[config.mk]
export PLATFORM = sky130hd
export DESIGN_NAME = lut_sweep_engine_flat
export DESIGN_NICKNAME = d
export VERILOG_FILES = /design/src/rtl/lut_sweep_pkg.sv /design/src/rtl/lut_sweep_if.sv /design/src/rtl/lut_sweep_engine_mem.sv /design/src/rtl/lut_sweep_engine.sv /design/src/flat_wrapper.sv
export SDC_FILE = /design/constraint.sdc
export NUM_CORES = 1
export LEC_CHECK = 0
export ABC_AREA = 1
export CAP_MARGIN = 5
export CORE_ASPECT_RATIO = 2
export CORE_MARGIN = 4
export CORE_UTILIZATION = 40
export CTS_CLUSTER_DIAMETER = 120
export CTS_CLUSTER_SIZE = 30
export DETAILED_ROUTE_END_ITERATION = 10
export GPL_ROUTABILITY_DRIVEN = 0
export PLACE_DENSITY = 0.68
export SLEW_MARGIN = 0
export SYNTH_ARGS = -nofsm -noshare
export SYNTH_HDL_FRONTEND = slang
export SYNTH_SLANG_ARGS = --single-unit
[constraint.sdc]
create_clock -name clk -period 8 [get_ports clk]
set_input_delay 1.6 -clock clk [delete_from_list [all_inputs] [get_ports clk]]
set_output_delay 1.6 -clock clk [all_outputs]
set_load 0.05 [all_outputs]
[src/rtl/lut_sweep_pkg.sv]
// Shared types and helpers for the LUT sweep engine.
// LUT_SWEEP_PARITY_EN adds one even-parity bit per stored row.
package lut_sweep_pkg;

   typedef enum logic [1:0] {
      IDLE  = 2'd0,
      SWEEP = 2'd1,
      DONE  = 2'd2
   } state_e;

`ifdef LUT_SWEEP_PARITY_EN
   localparam int PAR_W = 1;
`else
   localparam int PAR_W = 0;
`endif

   function automatic int rows(input int in_w);
      return 1 << in_w;
   endfunction

   // Bit that makes the total number of ones (data plus this bit) even.
   function automatic logic even_par(input logic [63:0] v);
      return ^v;
   endfunction

endpackage

[src/rtl/lut_sweep_if.sv]
// Table-load, evaluate and sweep-stream signals of the LUT sweep engine.
// par_err exists only when LUT_SWEEP_PARITY_EN is defined.
interface lut_sweep_if #(
   parameter int IN_W   = 4,
   parameter int OUT_CH = 10
);
   logic              wr_en;
   logic [IN_W-1:0]   wr_addr;
   logic [OUT_CH-1:0] wr_data;
   logic [IN_W-1:0]   eval_in;
   logic [OUT_CH-1:0] eval_out;
   logic              start;
   logic              busy;
   logic              out_valid;
   logic              out_ready;
   logic [IN_W-1:0]   out_row;
   logic [OUT_CH-1:0] out_data;
   logic              done;
`ifdef LUT_SWEEP_PARITY_EN
   logic              par_err;
`endif

   modport master (
      output wr_en, wr_addr, wr_data, eval_in, start, out_ready,
      input  eval_out, busy, out_valid, out_row, out_data, done
`ifdef LUT_SWEEP_PARITY_EN
      , par_err
`endif
   );

   modport slave (
      input  wr_en, wr_addr, wr_data, eval_in, start, out_ready,
      output eval_out, busy, out_valid, out_row, out_data, done
`ifdef LUT_SWEEP_PARITY_EN
      , par_err
`endif
   );

endinterface

[src/rtl/lut_sweep_engine_mem.sv]
// Truth-table storage: one write port, two combinational read ports.
// Under LUT_SWEEP_PARITY_EN each row carries a parity bit above the data.
module lut_table_mem
   import lut_sweep_pkg::*;
#(
   parameter int IN_W   = 4,
   parameter int OUT_CH = 10
) (
   input  logic                      clk,
   input  logic                      rst,
   input  logic                      we_i,
   input  logic [IN_W-1:0]           waddr_i,
   input  logic [OUT_CH-1:0]         wdata_i,
   input  logic [IN_W-1:0]           raddr_a_i,
   input  logic [IN_W-1:0]           raddr_b_i,
   output logic [OUT_CH+PAR_W-1:0]   rdata_a_o,
   output logic [OUT_CH+PAR_W-1:0]   rdata_b_o
);
   localparam int ROWS = rows(IN_W);
   localparam int W    = OUT_CH + PAR_W;

   logic [W-1:0] mem_q [ROWS];
   logic [W-1:0] wrow_d;

`ifdef LUT_SWEEP_PARITY_EN
   assign wrow_d = {even_par(64'(wdata_i)), wdata_i};
`else
   assign wrow_d = wdata_i;
`endif

   always_ff @(posedge clk or posedge rst) begin
      if (rst) begin
         for (int r = 0; r < ROWS; r++) mem_q[r] <= '0;
      end else if (we_i) begin
         mem_q[waddr_i] <= wrow_d;
      end
   end

   assign rdata_a_o = mem_q[raddr_a_i];
   assign rdata_b_o = mem_q[raddr_b_i];

endmodule

[src/rtl/lut_sweep_engine.sv]
// Loadable truth-table engine: 1-cycle evaluate port plus a full-table sweep stream.
// LUT_SWEEP_PARITY_EN enables stored parity and the sticky par_err flag.
module lut_sweep_engine
   import lut_sweep_pkg::*;
#(
   parameter int IN_W   = 4,
   parameter int OUT_CH = 10
) (
   input logic        clk,
   input logic        rst,
   lut_sweep_if.slave bus
);
   localparam int              W        = OUT_CH + PAR_W;
   localparam logic [IN_W-1:0] LAST_ROW = {IN_W{1'b1}};

   state_e            state_q;
   logic [IN_W-1:0]   row_q;
   logic              out_valid_q;
   logic              busy_q;
   logic              done_q;
   logic [OUT_CH-1:0] eval_out_q;
   logic [OUT_CH-1:0] eval_out_d;
   logic [W-1:0]      eval_rd;
   logic [W-1:0]      sweep_rd;
   logic              wr_ok;

   // Table is frozen for the whole sweep so the stream is a consistent snapshot.
   assign wr_ok = bus.wr_en && (state_q == IDLE);

   lut_table_mem #(
      .IN_W   (IN_W),
      .OUT_CH (OUT_CH)
   ) u_mem (
      .clk       (clk),
      .rst       (rst),
      .we_i      (wr_ok),
      .waddr_i   (bus.wr_addr),
      .wdata_i   (bus.wr_data),
      .raddr_a_i (bus.eval_in),
      .raddr_b_i (row_q),
      .rdata_a_o (eval_rd),
      .rdata_b_o (sweep_rd)
   );

   assign eval_out_d = eval_rd[OUT_CH-1:0];

   always_ff @(posedge clk or posedge rst) begin
      if (rst) eval_out_q <= '0;
      else     eval_out_q <= eval_out_d;
   end

   always_ff @(posedge clk or posedge rst) begin
      if (rst) begin
         state_q     <= IDLE;
         row_q       <= '0;
         out_valid_q <= 1'b0;
         busy_q      <= 1'b0;
         done_q      <= 1'b0;
      end else begin
         done_q <= 1'b0;
         unique case (state_q)
            IDLE: begin
               if (bus.start) begin
                  state_q     <= SWEEP;
                  row_q       <= '0;
                  out_valid_q <= 1'b1;
                  busy_q      <= 1'b1;
               end
            end
            SWEEP: begin
               if (bus.out_ready) begin
                  if (row_q == LAST_ROW) begin
                     state_q     <= DONE;
                     out_valid_q <= 1'b0;
                     done_q      <= 1'b1;
                  end else begin
                     row_q <= row_q + 1'b1;
                  end
               end
            end
            DONE: begin
               state_q <= IDLE;
               busy_q  <= 1'b0;
            end
            default: begin
               state_q     <= IDLE;
               out_valid_q <= 1'b0;
               busy_q      <= 1'b0;
            end
         endcase
      end
   end

   assign bus.eval_out  = eval_out_q;
   assign bus.busy      = busy_q;
   assign bus.out_valid = out_valid_q;
   assign bus.out_row   = row_q;
   assign bus.out_data  = sweep_rd[OUT_CH-1:0];
   assign bus.done      = done_q;

`ifdef LUT_SWEEP_PARITY_EN
   logic par_err_q;

   // A stored row with odd total parity has been corrupted since it was written.
   always_ff @(posedge clk or posedge rst) begin
      if (rst) par_err_q <= 1'b0;
      else if ((^eval_rd) || (out_valid_q && (^sweep_rd))) par_err_q <= 1'b1;
   end

   assign bus.par_err = par_err_q;
`endif

endmodule

[src/flat_wrapper.sv]
// flat-port wrapper written by rule: the top's interface ports become plain ports
module lut_sweep_engine_flat import lut_sweep_pkg::*;
#(
   parameter int IN_W   = 4,
   parameter int OUT_CH = 10
)
  (clk, rst, bus_wr_en, bus_wr_addr, bus_wr_data, bus_eval_in, bus_start, bus_out_ready, bus_eval_out, bus_busy, bus_out_valid, bus_out_row, bus_out_data, bus_done);
  lut_sweep_if #(.IN_W(IN_W), .OUT_CH(OUT_CH)) bus_i ();
  input logic clk;
  input logic rst;
  input wire logic [$bits(bus_i.wr_en)-1:0] bus_wr_en;
  input wire logic [$bits(bus_i.wr_addr)-1:0] bus_wr_addr;
  input wire logic [$bits(bus_i.wr_data)-1:0] bus_wr_data;
  input wire logic [$bits(bus_i.eval_in)-1:0] bus_eval_in;
  input wire logic [$bits(bus_i.start)-1:0] bus_start;
  input wire logic [$bits(bus_i.out_ready)-1:0] bus_out_ready;
  output wire logic [$bits(bus_i.eval_out)-1:0] bus_eval_out;
  output wire logic [$bits(bus_i.busy)-1:0] bus_busy;
  output wire logic [$bits(bus_i.out_valid)-1:0] bus_out_valid;
  output wire logic [$bits(bus_i.out_row)-1:0] bus_out_row;
  output wire logic [$bits(bus_i.out_data)-1:0] bus_out_data;
  output wire logic [$bits(bus_i.done)-1:0] bus_done;
  assign bus_i.wr_en = bus_wr_en;
  assign bus_i.wr_addr = bus_wr_addr;
  assign bus_i.wr_data = bus_wr_data;
  assign bus_i.eval_in = bus_eval_in;
  assign bus_i.start = bus_start;
  assign bus_i.out_ready = bus_out_ready;
  assign bus_eval_out = bus_i.eval_out;
  assign bus_busy = bus_i.busy;
  assign bus_out_valid = bus_i.out_valid;
  assign bus_out_row = bus_i.out_row;
  assign bus_out_data = bus_i.out_data;
  assign bus_done = bus_i.done;
  lut_sweep_engine #(.IN_W(IN_W), .OUT_CH(OUT_CH)) u_core (.clk(clk), .rst(rst), .bus(bus_i));
endmodule
==> impl_metrics.json, run 1 <==
{
  "final_nets": 1461,
  "overflow": 0,
  "grt_max_degree": 106,
  "multi_input_area_um2": 4450,
  "clkPwrFrac_pct": 21.0,
  "setup_viol": 0,
  "synth_common_cells": "538 x nand2_1, 179 x dfrtp_1, 165 x nand3_1",
  "die_area_um2": 28000,
  "hp-class": "flip-flop to flip-flop",
  "fill_cells": 2550,
  "vias": 9456,
  "cts_tree": "done",
  "r2r-end": "u_core.bus.out_row[3]$_DFFE_PP0P_",
  "groute.usage.overall_pct": 23.5,
  "p_sw_mw": 1.61,
  "critPathLaunch": "u_core.bus.out_row[0]$_DFFE_PP0P_",
  "hold_depth": 2,
  "yosysTopAreaCell": "dfrtp_1",
  "netlist.area_leader.share_pct": 44.4,
  "synth_nets": 1482,
  "post_drt_via_cell_ratio": 5.30,
  "reg2regPathDepth": 6,
  "grt_pass1_wl_um": 50300,
  "pin_count": 50,
  "ys_top_cells_by_area": "dfrtp_1 44%, nand2_1 20%, nand3_1 8.2%",
  "clock-sinks": 179,
  "root_buffer": "clkbuf_16",
  "cp-start-kind": "flip-flop",
  "wl_per_cell_um": 17.9,
  "layout_worst_path_cycle_share_pct": 64.3,
  "comb_power_share_pct": 42.2,
  "synth.most_common_cell": "nand2_1",
  "power_density_nw_per_um2": 330,
  "p_leak_nw": 5.21,
  "yosys_warnings": 0,
  "synthArstFlopShare_pct": 100,
  "routed_wl_um": 31900,
  "numPortBuffers": 49,
  "syn2layout_area_growth_pct": 10.0,
  "r2r_start": "u_core.bus.out_row[3]$_DFFE_PP0P_",
  "worstMarginPinSlew_ps": 1140,
  "dpl.hpwl_um": 20200,
  "intPower_mw": 2.04,
  "core_area_um2": 24900,
  "final.setup_skew_ps": 4.91,
  "slew_violations": 0,
  "synth-main-ff-cell": "dfrtp_1",
  "cp_num_buf_inv": 2,
  "cp_cell_sequence": "buf_4, nand2_1, o211ai_1, nand3_1, nand2_1, nand2_1, clkdlybuf4s50_1",
  "cp_common_cell": "nand2_1",
  "vdd_ir_drop_max_v": 0.000148,
  "dp.cells": 1754,
  "clk_latency_ps": 440,
  "drc": 0,
  "antennaDiodeCount": 0,
  "slew_headroom_pct": 23.7,
  "synth_edf_count": 0,
  "antenna_left": 0,
  "stdcell_count": 1785,
  "path_max_fanout": 105,
  "worstSetupPathType": "flip-flop to output port",
  "rsz0062_at_grt": "no",
  "cts_setup_buffers": 0,
  "area.sequential_um2": 4480,
  "crit_end": "bus_out_data[6]",
  "crit_arrival_ps": 3540,
  "setup_tns_ps": 0,
  "die_w_um": 120,
  "rrSetupSlack_ps": 5750,
  "drive_gt1_share_pct": 4.28,
  "rows": 82,
  "grt_antenna_before_repair": 0,
  "ys_types": 25,
  "final_hold_viol_count": 0,
  "slowest_delay_ps": 900,
  "cts_hold_buffers": 0,
  "first_global_vias": 9078,
  "htreeDepth": 4,
  "initial_utilization_pct": 40.4,
  "p_seq_share_pct": 36.8,
  "p_sw_share_pct": 44.1,
  "post_cts_resized": 0,
  "clockBufferDepth": 2,
  "mappedNetlistArea_um2": 10100,
  "drv_cap": 0,
  "synthCells": 1458,
  "worst-path-stages": 7,
  "min_period_ps": 5140,
  "clkTransAtPathRegs_ps": 60,
  "cp.required_ps": 6400,
  "status": "complete, no violations",
  "crit_path_top_delay_cell": "buf_4",
  "seq_area_frac_synth_pct": 44.4,
  "fmaxAchievable_ghz": 0.194,
  "die_y_um": 233,
  "cts_made_buffers": 17,
  "crit_path_end_kind": "output port",
  "crit_family": "buffers and inverters",
  "syn_area_per_cell_um2": 6.92,
  "dr.pass1.iters": 6,
  "ys_ff_latch": 179,
  "drt-initial-drc-count": 864
}
worst min-delay path by stage:
stage / startpoint / end
2_1_floorplan: u_core.u_mem.mem_q[120]$_DFFE_PP0P_ / u_core.u_mem.mem_q[120]$_DFFE_PP0P_
3_3_place_gp: u_core.bus.busy$_DFFE_PP0P_ / u_core.bus.busy$_DFFE_PP0P_
3_5_place_dp: u_core.u_mem.mem_q[149]$_DFFE_PP0P_ / u_core.u_mem.mem_q[149]$_DFFE_PP0P_
4_1_cts: u_core.u_mem.mem_q[149]$_DFFE_PP0P_ / u_core.u_mem.mem_q[149]$_DFFE_PP0P_
5_1_grt: u_core.u_mem.mem_q[124]$_DFFE_PP0P_ / u_core.u_mem.mem_q[124]$_DFFE_PP0P_
6_report: u_core.u_mem.mem_q[127]$_DFFE_PP0P_ / u_core.u_mem.mem_q[127]$_DFFE_PP0P_
state kept, by name, indices dropped and copies added (netlist names):
| register | flops |
|---|---|
| u_core.bus.out_row | 4 |
| u_core.bus.out_valid | 1 |
| u_core.bus.eval_out | 10 |
| u_core.state_q | 2 |
| u_core.u_mem.mem_q | 160 |
| u_core.bus.done | 1 |
| u_core.bus.busy | 1 |
cells in the final DEF, fill, tap and decap left out:
| cell | count |
|---|---|
| inv_6 | 1 |
| clkbuf_16 | 17 |
| o21ai_0 | 47 |
| inv_1 | 157 |
| clkbuf_8 | 2 |
| nand3b_1 | 1 |
| dfrtp_1 | 178 |
| dfrtp_4 | 1 |
| clkinv_2 | 6 |
| clkdlybuf4s50_1 | 48 |
| o21ai_1 | 120 |
| nor3_2 | 1 |
| nand4_4 | 2 |
| nand3_1 | 165 |
| buf_4 | 14 |
| ha_1 | 1 |
| nand4_1 | 1 |
| nand2_1 | 538 |
| a21oi_1 | 20 |
| nand2_2 | 3 |
| inv_2 | 8 |
| buf_2 | 1 |
| clkbuf_1 | 2 |
| clkinvlp_4 | 3 |
| nor2_1 | 67 |
| clkinv_1 | 1 |
| clkinv_4 | 1 |
| o211ai_1 | 40 |
| a21boi_0 | 1 |
| nor2_2 | 2 |
power by group through the flow:
stage	clock (mW)	combinational [mW]	sequential [mW]
floorplan	0	1.09	1.35
global placement	0	1.53	1.35
detailed placement	0	1.54	1.35
CTS	0.777	1.54	1.34
global route	0.810	1.71	1.37
finish	0.767	1.55	1.35
per-layer routing:
layer,GRT usage (%),up-vias,wire length (um)
met4,12.9,0,1740
met5,0,-,0
met1,26.8,4395,11900
met3,3.38,94,2030
li1,-,4549,-
met2,42.0,418,16300
tightest hold or removal path, cell delays in order (launching register included):
cell	delay [ps]
dfrtp_1	350
nand2_1	50
o21ai_0	60
layout make-up:
| class | instances | share of cell area (%) |
|---|---|---|
| Tap cell | 336 | 3.79 |
| Sequential cell | 179 | 40.4 |
| Multi-Input combinational cell | 1009 | 40.1 |
| Timing Repair Buffer | 63 | 5.32 |
| Clock buffer | 21 | 4.15 |
| Clock inverter | 10 | 0.552 |
| Inverter | 167 | 5.69 |
metrics by stage:
stage	utilization [%]	total power, mW	setup WS [ps]	hold WS, ps	area, um^2
floorplan	-	2.44	1540	453	10100
global placement	42.4	2.87	3380	466	10600
detailed placement	42.4	2.89	3420	473	10600
CTS	44.5	3.66	2940	489	11100
global route	44.5	3.89	2720	507	11100
finish	44.5	3.66	2860	486	11100
logic make-up after synthesis:
family / synth area share, %
AOI/OAI and AO/OA: 12.3
DFF: 44.4
adders and majority gates: 0.124
buffers and inverters: 11.5
and+or+nand+nor: 31.6
Note: power is estimated with default switching activity, not from simulation.
==> run 2: changes to the inputs <==
Clock period 8 ns to 4.84 ns, I/O delays scaled along.
==> run 2 against run 1 <==
  * Core utilization up 0.94 points
  * Count of clock-buffer cells in the layout down 2
  * Combinational power up 68%
  * Register-to-register slack worse by 3100 ps
  * Sequential share of layout area down 0.83 points
  * Worst setup slack worse by 2200 ps
  * Total power up 75%
  * Sequential power up 64%
  * Global-route usage up 0.18 points
  * Clock power up 110%
  * Largest cell class unchanged
  * Highest routed layer unchanged
==> impl_metrics.json, run 2 (synthesis results as in run 1) <==
{
  "status": "complete, no violations",
  "antennaDiodeCount": 0,
  "groute.usage.overall_pct": 23.7,
  "slew_headroom_pct": 23.5,
  "antenna_left": 0,
  "dpl.hpwl_um": 20600,
  "die_area_um2": 28000,
  "mostFrequentLayoutCells": "538 x nand2_1, 178 x dfrtp_1, 165 x nand3_1, 157 x inv_1, 120 x o21ai_1",
  "power_density_nw_per_um2": 564,
  "fin_area_um2": 11300,
  "stdcell_count": 1793,
  "final.setup_skew_ps": 5.65,
  "vias": 9528,
  "htreeDepth": 4,
  "grt_max_degree": 98,
  "placed_cell_area_um2": 10700,
  "root_buffer": "clkbuf_16",
  "critPathLaunch": "u_core.bus.out_row[0]$_DFFE_PP0P_",
  "grt_antenna_before_repair": 0,
  "cp-start-kind": "flip-flop",
  "setup_tns_ps": 0,
  "cp.required_ps": 3870,
  "final_nets": 1468,
  "drv_cap": 0,
  "clockBufferDepth": 2,
  "drc": 0,
  "worstMarginPinSlew_ps": 1140,
  "routed_wl_um": 32200,
  "p_leak_nw": 5.33,
  "dp.cells": 1761,
  "layout_worst_path_cycle_share_pct": 87.4,
  "initial_utilization_pct": 40.4,
  "die_y_um": 233,
  "crit_path_top_delay_cell": "clkdlybuf4s50_1",
  "rsz0062_at_grt": "no",
  "clk_latency_ps": 440,
  "post_drt_via_cell_ratio": 5.31,
  "crit_path_end_kind": "output port",
  "cp_cell_sequence": "inv_2, buf_4, nand2_1, nand3_1, nand2_1, nor2_1, nand2_1, nand2_1, clkdlybuf4s50_1",
  "post_cts_resized": 0,
  "cts_setup_buffers": 0,
  "wl_per_cell_um": 18.0,
  "cts_hold_buffers": 0,
  "clock-sinks": 179,
  "first_global_vias": 9297,
  "regMostFlops": "u_core.u_mem.mem_q",
  "final_hold_viol_count": 0,
  "reg2regPathDepth": 5,
  "largest_reg_flops": 160,
  "crit_family": "buffers and inverters",
  "slew_violations": 0,
  "slowest_delay_ps": 810,
  "hold_depth": 2,
  "hold_start": "u_core.bus.busy$_DFFE_PP0P_",
  "cp_common_cell": "nand2_1",
  "cp_num_buf_inv": 3,
  "clkTransAtPathRegs_ps": 60,
  "pin_count": 50,
  "cts_made_buffers": 17,
  "hp-class": "flip-flop to flip-flop",
  "crit_arrival_ps": 3260,
  "overflow": 0,
  "vdd_ir_drop_max_v": 0.000263,
  "syn2layout_area_growth_pct": 12.4,
  "r2r_start": "u_core.state_q[0]$_DFFE_PP0P_",
  "rows": 82,
  "path_max_fanout": 48,
  "grt_pass1_wl_um": 51100,
  "fmaxAchievable_ghz": 0.237,
  "drt-initial-drc-count": 860,
  "layout.cells.most_common": "nand2_1",
  "numPortBuffers": 49,
  "worstSetupPathType": "flip-flop to output port",
  "setup_viol": 0,
  "core_area_um2": 24900,
  "die_w_um": 120,
  "worst-path-stages": 9,
  "cts_tree": "done",
  "min_period_ps": 4230,
  "drive_gt1_share_pct": 4.87,
  "dr.pass1.iters": 6
}
run 2: worst paths after layout:
check / to / slack [ps]
max: bus_out_data[2] / 610
min: u_core.bus.busy$_DFFE_PP0P_ / 490
max reg2reg: u_core.u_mem.mem_q[0]$_DFFE_PP0P_ / 2630
min reg2reg: u_core.bus.busy$_DFFE_PP0P_ / 490
max in group asynchronous: u_core.bus.out_row[0]$_DFFE_PP0P_ / 2730
min in group asynchronous: u_core.u_mem.mem_q[128]$_DFFE_PP0P_ / 1140
run 2: where the power goes:
| group | switching, mW | total (mW) | internal [mW] |
|---|---|---|---|
| clock network | 0.601 | 1.58 | 0.982 |
| logic | 1.75 | 2.60 | 0.853 |
| registers | 0.333 | 2.21 | 1.88 |
| total | 2.68 | 6.40 | 3.72 |
run 2: per-layer routing:
metal	GRT usage, %	part of all wire (%)
met1	26.8	37
met2	41.1	50
met3	3.65	6.3
met4	15.6	6.9
met5	0	0
run 2: final cells by class:
cell class | instances | area (um^2)
tap | 336 | 420
fill | 2490 | 13600
multi-input combinational | 1009 | 4460
clock inverter | 13 | 230
clock buffer | 19 | 443
sequential | 179 | 4480
timing repair buffer | 70 | 668
inverter | 167 | 631
run 2: worst register-to-register path: stages (launching register included):
cell and delay, ps:
dfrtp_1 400, nor2_2 150, nand2_2 130, nor2_2 180
nand3_1 830, o21ai_1 430
run 2: metrics by stage:
stage / hold WS, ps / power, mW / utilization, % / worst slack [ps]
2_1_floorplan: 453 / 4.03 / - / 1580
3_5_place_dp: 476 / 4.82 / 42.8 / 1110
4_1_cts: 492 / 6.40 / 45.5 / 630
3_3_place_gp: 466 / 4.77 / 42.8 / 1120
6_report: 487 / 6.40 / 45.5 / 612
5_1_grt: 503 / 6.79 / 45.5 / 456
==> edit 1, RTL diff (flow settings as in run 2) <==
`OUT_CH` is set to 10 in 4 places; all go to 20.
--- a/src/rtl/lut_sweep_if.sv
+++ b/src/rtl/lut_sweep_if.sv
@@ -2,7 +2,7 @@
 // par_err exists only when LUT_SWEEP_PARITY_EN is defined.
 interface lut_sweep_if #(
    parameter int IN_W   = 4,
-   parameter int OUT_CH = 10
+   parameter int OUT_CH = 20
 );
    logic              wr_en;
    logic [IN_W-1:0]   wr_addr;
--- a/src/rtl/lut_sweep_engine_mem.sv
+++ b/src/rtl/lut_sweep_engine_mem.sv
@@ -4,7 +4,7 @@
    import lut_sweep_pkg::*;
 #(
    parameter int IN_W   = 4,
-   parameter int OUT_CH = 10
+   parameter int OUT_CH = 20
 ) (
    input  logic                      clk,
    input  logic                      rst,
--- a/src/rtl/lut_sweep_engine.sv
+++ b/src/rtl/lut_sweep_engine.sv
@@ -4,7 +4,7 @@
    import lut_sweep_pkg::*;
 #(
    parameter int IN_W   = 4,
-   parameter int OUT_CH = 10
+   parameter int OUT_CH = 20
 ) (
    input logic        clk,
    input logic        rst,
--- a/src/flat_wrapper.sv
+++ b/src/flat_wrapper.sv
@@ -2,7 +2,7 @@
 module lut_sweep_engine_flat import lut_sweep_pkg::*;
 #(
    parameter int IN_W   = 4,
-   parameter int OUT_CH = 10
+   parameter int OUT_CH = 20
 )
   (clk, rst, bus_wr_en, bus_wr_addr, bus_wr_data, bus_eval_in, bus_start, bus_out_ready, bus_eval_out, bus_busy, bus_out_valid, bus_out_row, bus_out_data, bus_done);
   lut_sweep_if #(.IN_W(IN_W), .OUT_CH(OUT_CH)) bus_i ();
Ports: changed (resized bus_eval_out, bus_out_data and bus_wr_data); port bits go from 50 to 80. The function was not compared with the original's and may differ.
==> edit 1 against run 2 <==
Critical endpoint is now bus_out_data[0]; total power increased by 73%; maximum frequency decreased by 5.6%; setup slack worse by 0.25 ns; worst hold slack improved by 0.0080 ns; final area grew 85%; critical path depth shrank 1; global-route usage increased by 1.9 points; sequential cell count increased by 170; die area increased by 87%; area after synthesis up 92%; wire length grew 110%.
==> edit 1: results (changes against run 2) <==
[critical_path]
r2r-end=u_core.bus.out_row[0]$_DFFE_PP0P_
r2r_cells=8  ; +3
worstPathArrival_ns=3.51  ; +0.25 ns
ff2ff_setup_slack_ns=1.92  ; -0.71 ns
critical_path_peak_fanout=71  ; +48%

[grt]
grt_max_degree=124  ; +27%
grt_pass1_vias=18391  ; +98%

[pwr]
p_sw_frac=0.4692  ; +0.05005
ir_drop_mv=0.3603  ; +37%
p_leak_nw=9.876  ; +85%

[detailed_routing]
routed_wl_um=67950  ; +110%
vias=18908  ; +98%
wl_per_cell_um=20.08  ; +12%

[timing]
maxSlewHeadroom=0.2011  ; -0.03435
clock_skew_ns=0.01210  ; +0.006443 ns
max_freq_mhz=223.2  ; -5.6%
hold_ws_ns=0.4951  ; +0.008041 ns

[synth]
ys_types=22  ; -12%
netlist_top_cells_area=dfrtp_1 45%, nand2_1 20%, nand3_1 9.4%, o21ai_0 7.4%, inv_1 5.8%
synth_compound_area_frac=0.1263  ; +0.002959
synth-adder-area-share=0.0006463  ; -0.0005944
yosys-top-cells-count=1024 x nand2_1, 364 x nand3_1, 349 x dfrtp_1
syn-num-nets=2851  ; +92%

[layout]
largest_register_ffs=320  ; +100%
drive_gt1_frac=0.03597  ; -0.01276

[clocking]
worst_skew_pair.late_latency_ns=0.53  ; +0.09 ns
numCtsBuffers=15  ; -2
cts_buffer_depth=3  ; +1
cts_resized=0  ; unchanged

[run_status]
status=finished clean

[placement]
placed_cells=3366  ; +91%
place_ws_ns=0.9497  ; -0.1580 ns
placed_cell_area_um2=20540  ; +93%
portBuffers=79  ; +61%

[min_path]
min_from=u_core.u_mem.mem_q[80]$_DFFE_PP0P_

edit 1: cell types whose count changed in the layout (fill, tap and decap cells not counted), moves of 20 or more:
cell and delta:
nand2_1 +486, o21ai_0 +241, nand3_1 +195, dfrtp_1 +168
inv_1 +139, o21ai_1 -81, o211ai_1 +40, buf_4 +32
nor2_1 +32, clkdlybuf4s50_1 +22, a21oi_1 +20
edit 1: power groups by stage:
stage / Clock (mW) / Sequential (mW) / Combinational (mW)
final: 1.54 / 4.36 / 5.17
after global routing: 1.66 / 4.44 / 5.67
after CTS: 1.57 / 4.33 / 5.16
after detailed placement: 0 / 4.38 / 5.14
after global placement: 0 / 4.36 / 5.06
after floorplan: 0 / 4.29 / 3.51
edit 1: cell type report:
cell class,count,area (um2),area share
timing repair buffer,132,1265,0.06040
sequential,349,8742,0.4174
clock buffer,17,382.9,0.01828
multi-input combinational,1947,8588,0.4101
clock inverter,1,16.27,0.0007766
inverter,306,1159,0.05532
tap,632,790.8,0.03776
edit 1: logic make-up after synthesis:
logic type,count (synthesis)
DFF,349
adders and majority gates,1
buffers and inverters,521
and+or+nand+nor,1498
AOI/OAI and AO/OA,448
edit 1: layer usage:
metal | vias to the layer above | track usage | wire length [um]
li1 | 8749 | - | -
met1 | 9000 | 0.3189 | 26450
met2 | 935 | 0.4262 | 32120
met3 | 224 | 0.02998 | 4897
met4 | 0 | 0.1491 | 4488
met5 | - | 0 | 0
edit 1: worst max-delay path: stages, from the launching register on:
cell	delay [ns]
dfrtp_4	0.86
buf_4	0.68
nand2_1	0.11
nand3_1	0.10
nand2_1	0.05
nor2_1	0.10
nand2_1	0.06
nand2_1	0.12
clkdlybuf4s50_1	0.83
==> edit 2, RTL diff (flow settings as in run 2) <==
Without the edit above. Re-encode `state_e` (3 states) as one-hot, 3 bits wide.
--- a/src/rtl/lut_sweep_pkg.sv
+++ b/src/rtl/lut_sweep_pkg.sv
@@ -2,10 +2,10 @@
 // LUT_SWEEP_PARITY_EN adds one even-parity bit per stored row.
 package lut_sweep_pkg;
 
-   typedef enum logic [1:0] {
-      IDLE  = 2'd0,
-      SWEEP = 2'd1,
-      DONE  = 2'd2
+   typedef enum logic [2:0] {
+      IDLE  = 3'b001,
+      SWEEP = 3'b010,
+      DONE  = 3'b100
    } state_e;
 
 `ifdef LUT_SWEEP_PARITY_EN
Formal check against the unedited RTL: no difference found for any inputs over 4 cycles, from zero or initial values and one cycle with rst high; so few cycles prove little.
==> edit 2 against run 2 <==
Wire length shrank 0.57%; clock power is essentially flat; sequential cell count grew 1; setup slack lost 0.028 ns; synthesized cell count grew 1.1%; area after synthesis is essentially flat; final area is essentially flat; total power grew 5.0%; count of clock-buffer cells in the layout grew 5; highest routed layer unchanged.
==> edit 2: results (changes against run 2) <==
[detailed_routing]
vias=9556  ; +0.29%
wl_per_cell_um=17.78  ; -1.0%
drtIter0Drc=836  ; -2.8%
dr.pass1.iters=5  ; -1
vias_per_cell=5.306  ; -0.15%

[timing]
hold_viol=0  ; unchanged
maxSlewHeadroom=0.2384  ; +0.002980
clock_skew_ns=0.005384  ; -0.0002686 ns

[grt]
grt_pass1_wl_um=49970  ; -2.1%
grt_max_degree=110  ; +12%
track_usage=0.2329  ; -0.004320
antenna_found_initial=0  ; unchanged
grt_pass1_vias=9238  ; -0.63%

[min_path]
holdCritPathClass=register to register
min_from=u_core.u_mem.mem_q[145]$_DFFE_PP0P_

[layout]
nets=1480  ; +0.82%
top_register=u_core.u_mem.mem_q
largest_register_ffs=160  ; unchanged
diodes=0  ; unchanged
drive_gt1_frac=0.03812  ; -0.01061
fill_cells=2466  ; -0.96%

[synth]
yosys.area_share.xor_xnor=0.0008693  ; +0.0008693
yosysSeqAreaShare=0.4472  ; +0.003049
synth_ff_type=dfrtp_1
synth-adder-area-share=0.001242  ; about the same
synth_compound_area_frac=0.1232  ; -0.0001259
yosysWarnings=0  ; unchanged
ys_types=22  ; -12%
async_flop_share=1.000  ; unchanged
netlist_top_cells_area=dfrtp_1 44%, nand2_1 20%, o21ai_0 8.3%, nand3_1 8.2%, inv_1 6.3%
muxShareOfSynthArea=0  ; unchanged
yosys-top-cells-count=550 x nand2_1, 179 x dfrtp_1, 170 x inv_1
syn_avg_cell_area_um2=6.835  ; -1.2%

[placement]
placed_cell_area_um2=10660  ; about the same
hpwl_um=20860  ; +1.1%
portBuffers=49  ; unchanged

[critical_path]
r2r_start=u_core.state_q[0]$_DFFE_PP1P_
cpPeakStageDelay_ns=0.71  ; -0.10 ns
crit_slowest_cell=clkdlybuf4s50_1
critPathTopFamily=buffers and inverters
startpoint=u_core.bus.out_row[2]$_DFFE_PP0P_
critical_path_peak_fanout=21  ; -56%
worstPathArrival_ns=3.29  ; +0.03 ns

[clocking]
cts-root-buf=clkbuf_16
cts_resized=0  ; unchanged
htree_levels=4  ; unchanged
clkTransAtPathRegs_ns=0.07
cts_buffer_depth=2  ; unchanged
numCtsBuffers=17  ; unchanged
worst_skew_pair.late_latency_ns=0.44  ; about the same
postCtsSetupRepairBufs=0  ; unchanged

[pwr]
p_leak_nw=5.461  ; +2.5%
power.net_switching_mw=2.695  ; +0.51%
ir_drop_mv=0.3232  ; +23%

[run_status]
status=finished clean

edit 2: area by class of cell:
cell class	count	area, um2	area share
inverters	172	649.4	0.05729
repair buffers	66	640.6	0.05652
clock inverters	8	168.9	0.01490
well taps	332	415.4	0.03665
flip-flops and latches	180	4509	0.3978
clock buffers	24	501.7	0.04427
multi-input cells	1019	4449	0.3925
edit 2: cells by family (layout without fill, tap and decap cells):
group                    count (synthesis)  after routing
AND/OR/NAND/NOR                        789            789
buffers and inverters                  275            270
AO/OA/AOI/OAI                          228            228
flip-flops                             180            180
adder cells (fa/ha/maj)                  1              1
XOR/XNOR                                 1              1
edit 2: power by group through the flow:
stage / clock network [mW] / logic, mW / registers [mW]
2_1_floorplan: 0 / 1.76 / 2.64
3_3_place_gp: 0 / 2.35 / 2.72
3_5_place_dp: 0 / 2.40 / 2.74
4_1_cts: 1.60 / 2.41 / 2.72
5_1_grt: 1.65 / 2.72 / 2.82
6_report: 1.58 / 2.40 / 2.73
edit 2: final timing paths:
path / end / slack (ns) / cells after the start
hold reg to reg: u_core.u_mem.mem_q[145]$_DFFE_PP0P_ / 0.48 / 2
setup / recovery: bus_out_data[5] / 0.58 / 10
hold / removal: u_core.u_mem.mem_q[145]$_DFFE_PP0P_ / 0.48 / 2
max in group asynchronous: u_core.u_mem.mem_q[75]$_DFFE_PP0P_ / 2.72 / 3
min in group asynchronous: u_core.u_mem.mem_q[119]$_DFFE_PP0P_ / 1.02 / 2
setup reg to reg: u_core.u_mem.mem_q[13]$_DFFE_PP0P_ / 2.76 / 4
edit 2: tightest hold or removal path: cells and delay by family (launching register included):
kind	cells	cell delay (ns)
flip-flops	1	0.34
AO/OA/AOI/OAI	1	0.06
AND/OR/NAND/NOR	1	0.05
edit 2: metrics by stage:
stage               utilization  setup slack, ns  total power [mW]  hold WS, ns
finish                   0.4602           0.5836             6.716       0.4837
global route             0.4602           0.4216             7.185       0.5042
CTS                      0.4602           0.5754             6.725       0.4896
detailed placement       0.4330            1.068             5.134       0.4733
global placement         0.4330            1.039             5.064       0.4664
floorplan                     -            1.564             4.399       0.4530
edit 2: metal layers:
layer	up-vias	track usage	part of all wire	routed length, um
met2	368	0.4041	0.50	15870
met1	4494	0.2663	0.39	12360
met5	-	0	0	0
met3	103	0.03576	0.053	1710
li1	4591	-	-	-
met4	0	0.1450	0.065	2082
